[config.mk]
export PLATFORM = sky130hd
export DESIGN_NAME = station_share_aggregator
export DESIGN_NICKNAME = d
export VERILOG_FILES = /design/src/rtl/station_share_aggregator.sv
export SDC_FILE = /design/constraint.sdc
export NUM_CORES = 1
export LEC_CHECK = 0
export ABC_CLOCK_PERIOD_IN_PS = 54100
export CORE_MARGIN = 2
export CORE_UTILIZATION = 45
export DETAILED_ROUTE_END_ITERATION = 8
export PLACE_DENSITY_LB_ADDON = 0.3
export SYNTH_ARGS = -nofsm -noshare
export SYNTH_HDL_FRONTEND = slang
export SYNTH_SLANG_ARGS = --single-unit
[constraint.sdc]
create_clock -name clk -period 54.1 [get_ports clk]
set_input_delay 8.115 -clock clk [delete_from_list [all_inputs] [get_ports clk]]
set_output_delay 8.115 -clock clk [all_outputs]
set_load 0.01 [all_outputs]
[src/rtl/station_share_aggregator.sv]
// Collects per-station percentage_stored reports, ages out silent stations and periodically
// publishes the summed share (R) and the station count (G) from one consistent table scan.
module station_share_aggregator #(
    parameter int MAX_STATIONS   = 16,
    parameter int ID_W           = 4,
    parameter int PUBLISH_PERIOD = 60,
    parameter int STALE_SCANS    = 4,
    parameter int INT            = 31
) (
    input  logic              clk,
    input  logic              rst,
    input  logic              report_valid,
    output logic              report_ready,
    input  logic [ID_W-1:0]   report_station_id,
    input  logic [INT:0]      report_percentage,
    input  logic              report_leave,
    output logic [INT:0]      total_percentage_stored,
    output logic [INT:0]      number_of_stations,
    output logic              no_stations,
    output logic              totals_valid,
    output logic              overflow,
    output logic              bad_id
);

    localparam int DATA_W = INT + 1;
    localparam int IDX_W  = (MAX_STATIONS > 1) ? $clog2(MAX_STATIONS) : 1;
    localparam int TMR_W  = (PUBLISH_PERIOD > 1) ? $clog2(PUBLISH_PERIOD) : 1;
    localparam int CNT_W  = $clog2(MAX_STATIONS + 1);
    localparam int AGE_W  = (STALE_SCANS > 1) ? $clog2(STALE_SCANS + 1) : 1;

    typedef enum logic [1:0] {IDLE, SCAN, PUBLISH} state_t;

    state_t             state;
    logic [TMR_W-1:0]   timer;
    logic [IDX_W-1:0]   idx;
    logic               active [MAX_STATIONS];
    logic [DATA_W-1:0]  pct    [MAX_STATIONS];
    logic [AGE_W-1:0]   age    [MAX_STATIONS];
    logic [DATA_W-1:0]  acc;
    logic [CNT_W-1:0]   cnt;
    logic               scan_ovf;

    logic               accept;
    logic               id_ok;
    logic [IDX_W-1:0]   wr_idx;
    logic [AGE_W-1:0]   next_age;
    logic               expire;

    function automatic logic [DATA_W-1:0] sat_add(input logic [DATA_W-1:0] a,
                                                  input logic [DATA_W-1:0] b);
        logic [DATA_W:0] s;
        s = {1'b0, a} + {1'b0, b};
        return s[DATA_W] ? {DATA_W{1'b1}} : s[DATA_W-1:0];
    endfunction

    function automatic logic add_carry(input logic [DATA_W-1:0] a,
                                       input logic [DATA_W-1:0] b);
        logic [DATA_W:0] s;
        s = {1'b0, a} + {1'b0, b};
        return s[DATA_W];
    endfunction

    assign accept   = report_valid & report_ready;
    assign id_ok    = ({{(32-ID_W){1'b0}}, report_station_id} < 32'(MAX_STATIONS));
    assign wr_idx   = report_station_id[IDX_W-1:0];
    assign next_age = age[idx] + AGE_W'(1);
    // An entry reaching the stale limit is still counted in this scan, gone from the next.
    assign expire   = (STALE_SCANS != 0) && (next_age == AGE_W'(STALE_SCANS));

    always_ff @(posedge clk or posedge rst) begin
        if (rst) begin
            state                   <= IDLE;
            timer                   <= '0;
            idx                     <= '0;
            acc                     <= '0;
            cnt                     <= '0;
            scan_ovf                <= 1'b0;
            for (int i = 0; i < MAX_STATIONS; i++) begin
                active[i] <= 1'b0;
                pct[i]    <= '0;
                age[i]    <= '0;
            end
            total_percentage_stored <= '0;
            number_of_stations      <= DATA_W'(1);
            no_stations             <= 1'b1;
            totals_valid            <= 1'b0;
            overflow                <= 1'b0;
            bad_id                  <= 1'b0;
            report_ready            <= 1'b1;
        end else begin
            totals_valid <= 1'b0;
            case (state)
                IDLE: begin
                    if (accept) begin
                        if (!id_ok) begin
                            bad_id <= 1'b1;
                        end else if (report_leave) begin
                            active[wr_idx] <= 1'b0;
                        end else begin
                            active[wr_idx] <= 1'b1;
                            pct[wr_idx]    <= report_percentage;
                            age[wr_idx]    <= '0;
                        end
                    end
                    if (timer == TMR_W'(PUBLISH_PERIOD - 1)) begin
                        state        <= SCAN;
                        timer        <= '0;
                        idx          <= '0;
                        acc          <= '0;
                        cnt          <= '0;
                        scan_ovf     <= 1'b0;
                        report_ready <= 1'b0;
                    end else begin
                        timer <= timer + TMR_W'(1);
                    end
                end
                SCAN: begin
                    if (active[idx]) begin
                        acc      <= sat_add(acc, pct[idx]);
                        scan_ovf <= scan_ovf | add_carry(acc, pct[idx]);
                        cnt      <= cnt + CNT_W'(1);
                        age[idx] <= next_age;
                        if (expire) active[idx] <= 1'b0;
                    end
                    if (idx == IDX_W'(MAX_STATIONS - 1)) begin
                        state <= PUBLISH;
                    end else begin
                        idx <= idx + IDX_W'(1);
                    end
                end
                PUBLISH: begin
                    // G is forced to 1 on an empty table so downstream can divide by it safely.
                    if (cnt == '0) begin
                        total_percentage_stored <= '0;
                        number_of_stations      <= DATA_W'(1);
                        no_stations             <= 1'b1;
                    end else begin
                        total_percentage_stored <= acc;
                        number_of_stations      <= DATA_W'(cnt);
                        no_stations             <= 1'b0;
                    end
                    overflow     <= overflow | scan_ovf;
                    totals_valid <= 1'b1;
                    report_ready <= 1'b1;
                    timer        <= '0;
                    state        <= IDLE;
                end
                default: begin
                    state        <= IDLE;
                    report_ready <= 1'b1;
                end
            endcase
        end
    end

endmodule

==> key figures, run 1 <==
Die
  – Chip Width: 268.7 um
  – I/O pin count: 109
  – Number of rows in the core area: 97
  – Floorplan die height: 268.7 um
  – Starting utilization of the core area: 45.27%
  – Floorplan die area: 72220 um2
  – CORE AREA: 69660 um2

Routing
  – # DRC: 0
  – Detailed router's first-iteration violation count: 1440
  – Overall routed net length: 75.64 mm
  – Number of vias in the routed layout: 19110
  – Per-cell via count in the routed design: 5.879
  – Wire length per cell after detailed routing: 23.27 um
  – Number of nets with antenna violations after detailed routing: 0
  – TritonRoute pass-1 iters: 7

Global route
  – Number of antenna violations at the first check in global routing: 4
  – Peak-usage layer in the global routing report: met2
  – Wire length of the first global-routing pass: 118.3 mm
  – Largest net degree at the start of global routing: 193
  – Overflow after GRT: 0
  – Met1 track demand over resource: 29.62%
  – Global Route Usage Sum: 21.34%
  – Met2 Use GR: 34.69%
  – Global-route met3 utilization: 3.260%
  – Via count of the first global-routing pass: 19850

STA
  – Worst-case headroom to the max-slew limit: 17.54%
  – Top achievable clock speed: 94.16 MHz
  – Setup TNS: 0 ps
  – Hold WS: 467.8 ps
  – Number of endpoints with negative hold slack in the final report: 0
  – Minimum period implied by the final worst setup slack: 10620 ps
  – Final worst setup slack: 43480 ps
  – Max Transition Viols Final: 0
  – Final worst path period share: 19.63%
  – Setup repair after global routing missed its margin: false
  – Total setup violations reported at the end of the flow: 0
  – Fin Clk Skew: 28.73 ps
  – Transition at the pin with the smallest max-transition slack: 1237 ps

Synth
  – Proportion of synthesized chip area in sequential cells: 52.93%
  – Syn Std Cell Area: 31540 um2
  – Cell types occupying the most area after synthesis: sky130_fd_sc_hd__dfrtp_1 53%, sky130_fd_sc_hd__mux2_2 18%, sky130_fd_sc_hd__mux4_2 13%
  – Area share of the leading cell type in the synthesized netlist: 52.68%
  – EDFF count, synth: 0
  – Count of synthesis-stage warnings from yosys: 0
  – Dominant register cell in the synthesized netlist: sky130_fd_sc_hd__dfrtp_1
  – Yosys reg bits: 667
  – Cell count after synthesis: 2228
  – Mean instance size in the synthesized netlist: 14.16 um2
  – Number of distinct library cell variants in the gate-level netlist after synthesis: 63
  – Synth area leader: sky130_fd_sc_hd__dfrtp_1
  – Proportion of synthesized flip-flops having asynchronous set or reset: 100.0%

Pwr
  – Worst vdd rail ir drop: 0.00002397 V
  – Leakage Power: 16.37 nW
  – Power per standard cell area: 28.66 nW/um2
  – Sequential power share: 49.0%
  – Switching power: 217.9 uW
  – Share of total power in the clock network: 49.0%
  – Combinational share of power: 2.0%
  – Internal: 800.9 uW
  – Net switching fraction of the power: 21.39%

Clocking
  – Total setup buffers inserted after CTS: 0
  – Reg clk slew, reported paths: 60 ps
  – Source-to-sink clock delay at the later pin of the worst-skew pair: 620 ps
  – CTS H-tree depth: 3
  – Number of buffers created by CTS: 72
  – CTS root buf: sky130_fd_sc_hd__clkbuf_16
  – Total number of clock tree sinks: 667
  – TritonCTS clock tree: yes
  – Number of buffers added to fix hold violations after cts: 0
  – Clk buf depth: 3
  – Gates resized, CTS repair: 0

Place
  – Count of port buffers added during placement: 80
  – Placer Congestion: 0.9120
  – Half-perimeter wire length after placement: 44.37 mm
  – Placed Instance Area: 33110 um2
  – Place WS: 42900 ps

Worst setup path
  – Critical path startpoint category: input port
  – Critical Setup Path Class: input port to flip-flop
  – Crit Path Max Fanout: 32
  – Sort of element at the end of the critical path: flip-flop
  – Reg-to-reg slack, setup: 47100 ps
  – Ordered cell list for the critical path: clkdlybuf4s50_1 > nand2_1 > nor4_1 > nand2_1 > nor2_4 > buf_4 > mux2_2
  – Required time worst endpoint: 54580 ps
  – Dominant cell type by count on the critical path: sky130_fd_sc_hd__nand2_1
  – Biggest cell delay along the critical path: 620 ps
  – Critical Path Slowest Stage Cell: sky130_fd_sc_hd__nor4_1
  – Endpoint arrival time on the critical path: 11100 ps

Cells and area
  – Summed area of non-filler cells in the final layout: 35540 um2
  – # nets final: 2336
  – Share of post-route cells with drive strength above 1: 37.82%
  – P&R area growth vs syn: 12.69%

Job
  – Number of maximum-capacitance violations: 0

Min path
  – Min-Delay Path Class: flip-flop to flip-flop

Outcome
  – Status: finished clean
[through the flow]
stage | util (%) | instances | power [mW]
4_1_cts | 51.01 | 3248 | 1.031
6_report | 51.02 | 3250 | 1.019
3_5_place_dp | 47.53 | 3120 | 0.5292
5_1_grt | 51.02 | 3250 | 1.054
3_3_place_gp | 47.53 | 3120 | 0.5282
2_1_floorplan | - | 2255 | 0.5218
[logic make-up (layout without fill, tap and decap cells)]
logic type               count (synthesis)  after routing  share of synthesized area, %
multiplexers                           698            698                         31.34
flip-flops                             667            667                         52.93
AO/OA/AOI/OAI                          308            308                         6.038
AND/OR/NAND/NOR                        271            271                         4.106
buffers and inverters                  219            272                         3.273
adder cells (fa/ha/maj)                 42             42                         1.690
XOR/XNOR                                22             22                        0.6110
other                                    1             30                       0.01189
[cell usage in the layout, fill, tap and decap left out, types with 40 or more instances in the layout]
| master | Yosys | layout |
|---|---|---|
| sky130_fd_sc_hd__nor2_1 | 59 | 46 |
| sky130_fd_sc_hd__mux2_2 | 512 | 512 |
| sky130_fd_sc_hd__dfrtp_1 | 664 | 660 |
| sky130_fd_sc_hd__ha_1 | 41 | 41 |
| sky130_fd_sc_hd__a21oi_1 | 40 | 40 |
| sky130_fd_sc_hd__o21ai_0 | 126 | 126 |
| sky130_fd_sc_hd__clkdlybuf4s50_1 | 0 | 80 |
| sky130_fd_sc_hd__clkbuf_16 | 0 | 77 |
| sky130_fd_sc_hd__nand2_1 | 102 | 102 |
| sky130_fd_sc_hd__mux4_2 | 179 | 179 |
[worst max-delay path: cells and delay by family]
| kind | cells | cell delay, ps |
|---|---|---|
| AND/OR/NAND/NOR | 4 | 1440 |
| multiplexers | 1 | 420 |
| buffers and inverters | 2 | 1070 |
[synth_stat cells (11+ instances only)]
library cell and instances:
sky130_fd_sc_hd__clkbuf_1 77, sky130_fd_sc_hd__nand2b_1 13, sky130_fd_sc_hd__buf_2 64, sky130_fd_sc_hd__o21ai_1 14
sky130_fd_sc_hd__a21oi_1 40, sky130_fd_sc_hd__nand3_1 24, sky130_fd_sc_hd__a31oi_1 23, sky130_fd_sc_hd__dfrtp_1 664
sky130_fd_sc_hd__buf_1 11, sky130_fd_sc_hd__ha_1 41, sky130_fd_sc_hd__buf_4 32, sky130_fd_sc_hd__mux4_2 179
sky130_fd_sc_hd__nor2_1 59, sky130_fd_sc_hd__nand2_1 102, sky130_fd_sc_hd__nor2b_1 12, sky130_fd_sc_hd__a21o_1 15
sky130_fd_sc_hd__o21ai_0 126, sky130_fd_sc_hd__inv_1 32, sky130_fd_sc_hd__o22ai_1 12, sky130_fd_sc_hd__a22o_1 36
sky130_fd_sc_hd__mux2_2 512, sky130_fd_sc_hd__xnor2_1 13
[worst paths after layout]
kind / from / endpoint / cells past startpoint
max: report_valid / pct[281] / 7
min: overflow / overflow / 1
max reg2reg: idx[0] / acc[18] / 13
min reg2reg: overflow / overflow / 1
max in group asynchronous: rst / pct[77] / 4
min in group asynchronous: rst / age[38] / 2
[routing by layer]
layer	part of all wire, %	wire [um]
met5	0.030	23
met2	48	36390
met1	45	34080
met3	4.5	3385
met4	2.3	1753
[power by group through the flow]
| stage | clock [mW] | sequential [mW] | combinational (mW) |
|---|---|---|---|
| 2_1_floorplan | 0 | 0.509 | 0.0132 |
| 3_3_place_gp | 0 | 0.508 | 0.0202 |
| 3_5_place_dp | 0 | 0.508 | 0.0212 |
| 4_1_cts | 0.510 | 0.499 | 0.0212 |
| 5_1_grt | 0.532 | 0.499 | 0.0238 |
| 6_report | 0.499 | 0.499 | 0.0207 |
[state kept, by name, indices dropped and copies added (netlist names), 2 cells and up, named ones only]
| name | flops |
|---|---|
| acc | 32 |
| age | 48 |
| cnt | 5 |
| idx | 4 |
| number_of_stations | 5 |
| pct | 512 |
| state | 2 |
| timer | 6 |
| total_percentage_stored | 32 |
[layout make-up]
type / instances / area (um2)
sequential: 667 / 16710
antenna: 2 / 5.005
inverter: 32 / 127.6
fill: 5839 / 34120
clock buffer: 105 / 2212
tap: 940 / 1176
clock inverter: 23 / 215.2
timing repair buffer: 112 / 1066
multi-input combinational: 1369 / 14030
Note: power is estimated with default switching activity, not from simulation.
==> run 2, diff against run 1 <==
--- a/config.mk
+++ b/config.mk
@@ -5,7 +5,7 @@
 export SDC_FILE = /design/constraint.sdc
 export NUM_CORES = 1
 export LEC_CHECK = 0
-export ABC_CLOCK_PERIOD_IN_PS = 54100
+export ABC_CLOCK_PERIOD_IN_PS = 9700
 export CORE_MARGIN = 2
 export CORE_UTILIZATION = 45
 export DETAILED_ROUTE_END_ITERATION = 8
==> constraint.sdc (replaced) <==
create_clock -name clk -period 9.7 [get_ports clk]
set_input_delay 1.455 -clock clk [delete_from_list [all_inputs] [get_ports clk]]
set_output_delay 1.455 -clock clk [all_outputs]
set_load 0.01 [all_outputs]
==> run 2 against run 1 <==
Effect of this change:
- core utilization fell by 0.052 points
- final cell count about the same
- final area is 0.10% lower
- clock-buffer cell count grew 7
- via count hardly changed
- first-iteration DRC count grew 14%
- worst hold slack got worse by 18 ps
- critical endpoint is now acc[18]
- largest cell class unchanged
- largest power group unchanged
==> key figures, run 2 (synthesized netlist as in run 1, its figures left out) <==
Pwr
  – Leakage Power: 16.35 nW
  – Worst vdd rail ir drop: 0.0001225 V
  – Total power consumption of the routed design: 5.646 mW
  – Power per standard cell area: 159.0 nW/um2

Clocking
  – Number of buffers created by CTS: 71
  – Total number of clock tree sinks: 667
  – Number of buffers added to fix hold violations after cts: 0
  – CTS root buf: sky130_fd_sc_hd__clkbuf_16
  – CTS H-tree depth: 3
  – Total setup buffers inserted after CTS: 0
  – Reg clk slew, reported paths: 60 ps
  – TritonCTS clock tree: yes
  – Clk buf depth: 3
  – Gates resized, CTS repair: 0
  – Source-to-sink clock delay at the later pin of the worst-skew pair: 610 ps

STA
  – Top achievable clock speed: 165.2 MHz
  – Setup TNS: 0 ps
  – Fin Clk Skew: 20.63 ps
  – Minimum period implied by the final worst setup slack: 6053 ps
  – Max Transition Viols Final: 0
  – Transition at the pin with the smallest max-transition slack: 1165 ps
  – Total setup violations reported at the end of the flow: 0
  – Final worst path period share: 62.40%
  – Number of endpoints with negative hold slack in the final report: 0
  – Worst-case headroom to the max-slew limit: 22.36%
  – Setup repair after global routing missed its margin: false

Worst setup path
  – Critical Setup Path Class: flip-flop to flip-flop
  – Count of buffering cells on the critical path with inverters included: 2
  – Endpoint arrival time on the critical path: 6510 ps
  – Biggest cell delay along the critical path: 770 ps
  – Reg-to-Reg End: acc[18]
  – Launch point of the worst reg-to-reg path: idx[0]
  – Worst setup path end: acc[18]
  – Sort of element at the end of the critical path: flip-flop
  – Reg-to-reg slack, setup: 3650 ps
  – Required time worst endpoint: 10160 ps
  – Crit Path Max Fanout: 38
  – Critical path startpoint category: flip-flop
  – Reg2reg path depth: 13
  – Critical Path Slowest Stage Cell: sky130_fd_sc_hd__dfrtp_4
  – Ordered cell list for the critical path: buf_4 > buf_4 > mux4_2 > mux4_2 > ha_1 > a21oi_1 > nor2b_1 > o21a_1 > a21oi_1 > a31oi_1 > a221o_1 > a2111oi_0 > o21ai_0
  – CP Launch Point: idx[0]
  – Stages on worst setup path: 13
  – Top cell family by delay on the critical path: compound AO/OA/AOI/OAI gates

Die
  – Floorplan die area: 72220 um2
  – Number of rows in the core area: 97
  – Starting utilization of the core area: 45.27%
  – Chip Width: 268.7 um
  – I/O pin count: 109
  – Floorplan die height: 268.7 um
  – CORE AREA: 69660 um2

Cells and area
  – Largest Register: pct
  – Filler Cells Inserted: 5814
  – Most frequent cells in the layout: 660 x sky130_fd_sc_hd__dfrtp_1, 512 x sky130_fd_sc_hd__mux2_2, 179 x sky130_fd_sc_hd__mux4_2
  – # nets final: 2334
  – Leading cell type in the layout, fill and taps excluded: sky130_fd_sc_hd__dfrtp_1
  – Share of post-route cells with drive strength above 1: 37.51%
  – Non-filler instance count after layout: 3248
  – Flip-flop count of the largest register, all copies and words added: 512
  – P&R area growth vs syn: 12.57%
  – Summed area of non-filler cells in the final layout: 35500 um2
  – Largest registers: pct x512, age x48

Global route
  – Number of antenna violations at the first check in global routing: 4
  – Via count of the first global-routing pass: 20040
  – Overflow after GRT: 0
  – Global Route Usage Sum: 22.27%
  – Wire length of the first global-routing pass: 122.1 mm
  – Largest net degree at the start of global routing: 194

Place
  – Half-perimeter wire length after placement: 47.00 mm
  – Placer Congestion: 0.8904
  – Cell count after placement: 3119
  – Placed Instance Area: 33120 um2
  – Count of port buffers added during placement: 80

Min path
  – Min-Delay Path Class: flip-flop to flip-flop

Routing
  – # DRC: 0
  – Number of nets with antenna violations after detailed routing: 0
  – Wire length per cell after detailed routing: 24.09 um
  – TritonRoute pass-1 iters: 5
  – Per-cell via count in the routed design: 5.887
  – Number of vias in the routed layout: 19120
  – Overall routed net length: 78.25 mm
  – Detailed router's first-iteration violation count: 1640

Outcome
  – Status: finished clean

Job
  – Number of maximum-capacitance violations: 0
[run 2: final cells by class]
class,instances,area [um2],share of cell area [%]
sequential,667,16710,47.06
inverter,32,123.9,0.3489
multi-input combinational,1369,14030,39.52
timing repair buffer,111,1084,3.052
clock buffer,112,2226,6.269
antenna,2,5.005,0.01410
clock inverter,15,151.4,0.4264
tap,940,1176,3.313
[run 2: routing by layer]
layer / global-route usage, % / wire length (um) / vias up / part of all wire (%)
met5: 0 / 26 / - / 0.033
met3: 4.073 / 4252 / 141 / 5.4
met4: 7.327 / 2205 / 4 / 2.8
li1: - / - / 8280 / -
met2: 36.11 / 37340 / 530 / 48
met1: 30.46 / 34430 / 10170 / 44
[run 2: where the power goes]
part	leakage, nW	internal [mW]	total [mW]	switching, mW
clock network	1.18	1.63	2.75	1.12
logic	6.11	0.0201	0.117	0.0967
registers	9.06	2.78	2.78	0
[run 2: worst min path at each step]
stage | cells past startpoint | start | to
floorplan | 2 | age[0] | age[0]
global placement | 1 | overflow | overflow
detailed placement | 1 | overflow | overflow
CTS | 1 | overflow | overflow
global route | 1 | overflow | overflow
finish | 1 | overflow | overflow
[run 2: per-stage QoR]
step | utilization [%] | setup WS [ps] | hold WS (ps)
CTS | 50.96 | 3602 | 457.9
detailed placement | 47.54 | 3613 | 446.8
floorplan | - | -872.9 | 442.1
global placement | 47.54 | 3700 | 440.8
finish | 50.96 | 3647 | 450.2
global route | 50.96 | 3136 | 473.4
==> run 3, diff against run 2 <==
--- a/config.mk
+++ b/config.mk
@@ -5,7 +5,7 @@
 export SDC_FILE = /design/constraint.sdc
 export NUM_CORES = 1
 export LEC_CHECK = 0
-export ABC_CLOCK_PERIOD_IN_PS = 9700
+export ABC_CLOCK_PERIOD_IN_PS = 5800
 export CORE_MARGIN = 2
 export CORE_UTILIZATION = 45
 export DETAILED_ROUTE_END_ITERATION = 8
==> constraint.sdc (replaced) <==
create_clock -name clk -period 5.8 [get_ports clk]
set_input_delay 0.87 -clock clk [delete_from_list [all_inputs] [get_ports clk]]
set_output_delay 0.87 -clock clk [all_outputs]
set_load 0.01 [all_outputs]
==> run 3 against run 2 <==
Effect of this change:
- routed wire length increased by 1.2%
- first-iteration DRC count decreased by 24%
- maximum frequency increased by 20%
- core utilization increased by 0.33 points
- worst setup slack got worse by 2900 ps
- critical endpoint unchanged
- critical path type unchanged
==> key figures, run 3 (synthesized netlist as in run 1, its figures left out) <==
STA
  – Number of endpoints with negative hold slack in the final report: 0
  – Hold WS: 460.0 ps
  – Final worst path period share: 87.20%
  – Minimum period implied by the final worst setup slack: 5058 ps
  – Setup repair after global routing missed its margin: false
  – Total setup violations reported at the end of the flow: 0
  – Top achievable clock speed: 197.7 MHz
  – Transition at the pin with the smallest max-transition slack: 998.7 ps
  – Setup TNS: 0 ps
  – Worst-case headroom to the max-slew limit: 33.28%
  – Max Transition Viols Final: 0
  – Fin Clk Skew: 24.64 ps

Die
  – Chip Width: 268.7 um
  – I/O pin count: 109
  – Starting utilization of the core area: 45.27%
  – CORE AREA: 69660 um2
  – Floorplan die height: 268.7 um
  – Floorplan die area: 72220 um2
  – Number of rows in the core area: 97

Min path
  – Min-Delay Path Class: flip-flop to flip-flop
  – Cell count of the worst hold path: 1
  – Endpoint of the worst hold path: overflow
  – Hold Startpoint: overflow

Clocking
  – Number of buffers created by CTS: 71
  – Reg clk slew, reported paths: 60 ps
  – Source-to-sink clock delay at the later pin of the worst-skew pair: 610 ps
  – Total number of clock tree sinks: 667
  – Clk buf depth: 3
  – TritonCTS clock tree: yes
  – Number of buffers added to fix hold violations after cts: 0
  – Total setup buffers inserted after CTS: 0
  – CTS root buf: sky130_fd_sc_hd__clkbuf_16
  – CTS H-tree depth: 3
  – Gates resized, CTS repair: 0

Worst setup path
  – Required time worst endpoint: 6260 ps
  – Critical Setup Path Class: flip-flop to flip-flop
  – Critical path startpoint category: flip-flop
  – Reg-to-reg slack, setup: 740 ps
  – Endpoint arrival time on the critical path: 5520 ps
  – Reg-to-Reg End: acc[18]
  – Sort of element at the end of the critical path: flip-flop
  – Reg2reg path depth: 13
  – Launch point of the worst reg-to-reg path: idx[0]
  – Crit Path Max Fanout: 23

Global route
  – Number of antenna violations at the first check in global routing: 5
  – Wire length of the first global-routing pass: 122.9 mm
  – Global-route met3 utilization: 3.598%
  – Largest net degree at the start of global routing: 141
  – Global Route Usage Sum: 22.48%
  – Peak-usage layer in the global routing report: met2
  – Overflow after GRT: 0
  – Met2 Use GR: 37.16%
  – Via count of the first global-routing pass: 20100
  – Met1 track demand over resource: 30.35%

Job
  – Number of maximum-capacitance violations: 0

Cells and area
  – P&R area growth vs syn: 13.30%
  – Flip-flop count of the largest register, all copies and words added: 512
  – Largest Register: pct
  – Most frequent cells in the layout: 660 x sky130_fd_sc_hd__dfrtp_1, 512 x sky130_fd_sc_hd__mux2_2, 179 x sky130_fd_sc_hd__mux4_2
  – Sequential standard cell area: 16710 um2
  – Leading cell type in the layout, fill and taps excluded: sky130_fd_sc_hd__dfrtp_1
  – # nets final: 2350
  – Share of post-route cells with drive strength above 1: 38.10%
  – Area of the multi-input gates: 14030 um2
  – Filler Cells Inserted: 5768
  – Non-filler instance count after layout: 3261
  – Largest registers: pct x512, age x48

Place
  – Count of port buffers added during placement: 80
  – Half-perimeter wire length after placement: 49.21 mm
  – Cell count after placement: 3135
  – Placer Congestion: 0.9226

Routing
  – Detailed router's first-iteration violation count: 1252
  – Wire length per cell after detailed routing: 24.27 um
  – Per-cell via count in the routed design: 5.892
  – Overall routed net length: 79.16 mm
  – TritonRoute pass-1 iters: 5
  – # DRC: 0
  – Number of nets with antenna violations after detailed routing: 0
  – Number of vias in the routed layout: 19220

Outcome
  – Status: finished clean

Pwr
  – Total power consumption of the routed design: 9.448 mW
  – Leakage Power: 16.47 nW
  – Worst vdd rail ir drop: 0.0002009 V
  – Power per standard cell area: 264.4 nW/um2
[run 3: cell count changes in the layout (fill, tap and decap cells not counted)]
cell and delta:
sky130_fd_sc_hd__buf_4 +8, sky130_fd_sc_hd__clkinv_2 +2, sky130_fd_sc_hd__clkinv_8 -1, sky130_fd_sc_hd__clkbuf_8 -1, sky130_fd_sc_hd__buf_12 +8, sky130_fd_sc_hd__clkbuf_1 -5, sky130_fd_sc_hd__bufinv_16 +2, sky130_fd_sc_hd__diode_2 -1
sky130_fd_sc_hd__clkinvlp_4 +1, sky130_fd_sc_hd__inv_6 +1, sky130_fd_sc_hd__clkbuf_16 -1
[run 3: area by class of cell]
cell class | count | area share [%]
sequential | 667 | 46.75
multi-input combinational | 1369 | 39.26
clock buffer | 105 | 6.068
timing repair buffer | 127 | 3.648
tap | 940 | 3.291
clock inverter | 20 | 0.6197
inverter | 32 | 0.3466
antenna | 1 | 0.007003
[run 3: worst max path at each step]
| stage | startpoint | end | slack [ps] | cells past startpoint |
|---|---|---|---|---|
| after floorplan | rst | asynchronous set/reset pin | -4190 | 1 |
| final | idx[0] | acc[18] | 740 | 13 |
| after detailed placement | idx[0] | acc[18] | 760 | 13 |
| after global placement | idx[0] | acc[18] | 820 | 13 |
| after CTS | idx[0] | acc[18] | 740 | 13 |
| after global routing | idx[0] | acc[19] | 370 | 14 |
[run 3: power by group]
group	internal [mW]	total (mW)	switching [mW]
Combinational	0.0370	0.201	0.164
Sequential	4.65	4.65	0
Clock	2.76	4.59	1.83
[run 3: critical path, cell delays in order, from the launching register on]
cell and delay, ps:
sky130_fd_sc_hd__dfrtp_4 530, sky130_fd_sc_hd__buf_4 300, sky130_fd_sc_hd__mux4_2 540, sky130_fd_sc_hd__mux4_2 490, sky130_fd_sc_hd__ha_1 230, sky130_fd_sc_hd__fa_1 440
sky130_fd_sc_hd__a21oi_1 190, sky130_fd_sc_hd__nand4b_1 210, sky130_fd_sc_hd__a21oi_1 160, sky130_fd_sc_hd__o211ai_1 350, sky130_fd_sc_hd__a31oi_1 230, sky130_fd_sc_hd__a221o_1 640
sky130_fd_sc_hd__a2111oi_0 460, sky130_fd_sc_hd__o21ai_0 120
[run 3: metal layers]
layer	wire length, um	vias to the layer above
li1	-	8315
met1	34320	10240
met2	38690	528
met3	4001	124
met4	2107	8
met5	45	-
[run 3: through the flow]
| step | setup WS, ps | utilization [%] | area, um2 |
|---|---|---|---|
| after floorplan | -4188 | - | 31640 |
| after global placement | 821.0 | 47.86 | 33340 |
| after detailed placement | 764.7 | 47.86 | 33340 |
| after CTS | 736.0 | 51.29 | 35730 |
| after global routing | 367.9 | 51.29 | 35730 |
| final | 742.4 | 51.29 | 35730 |
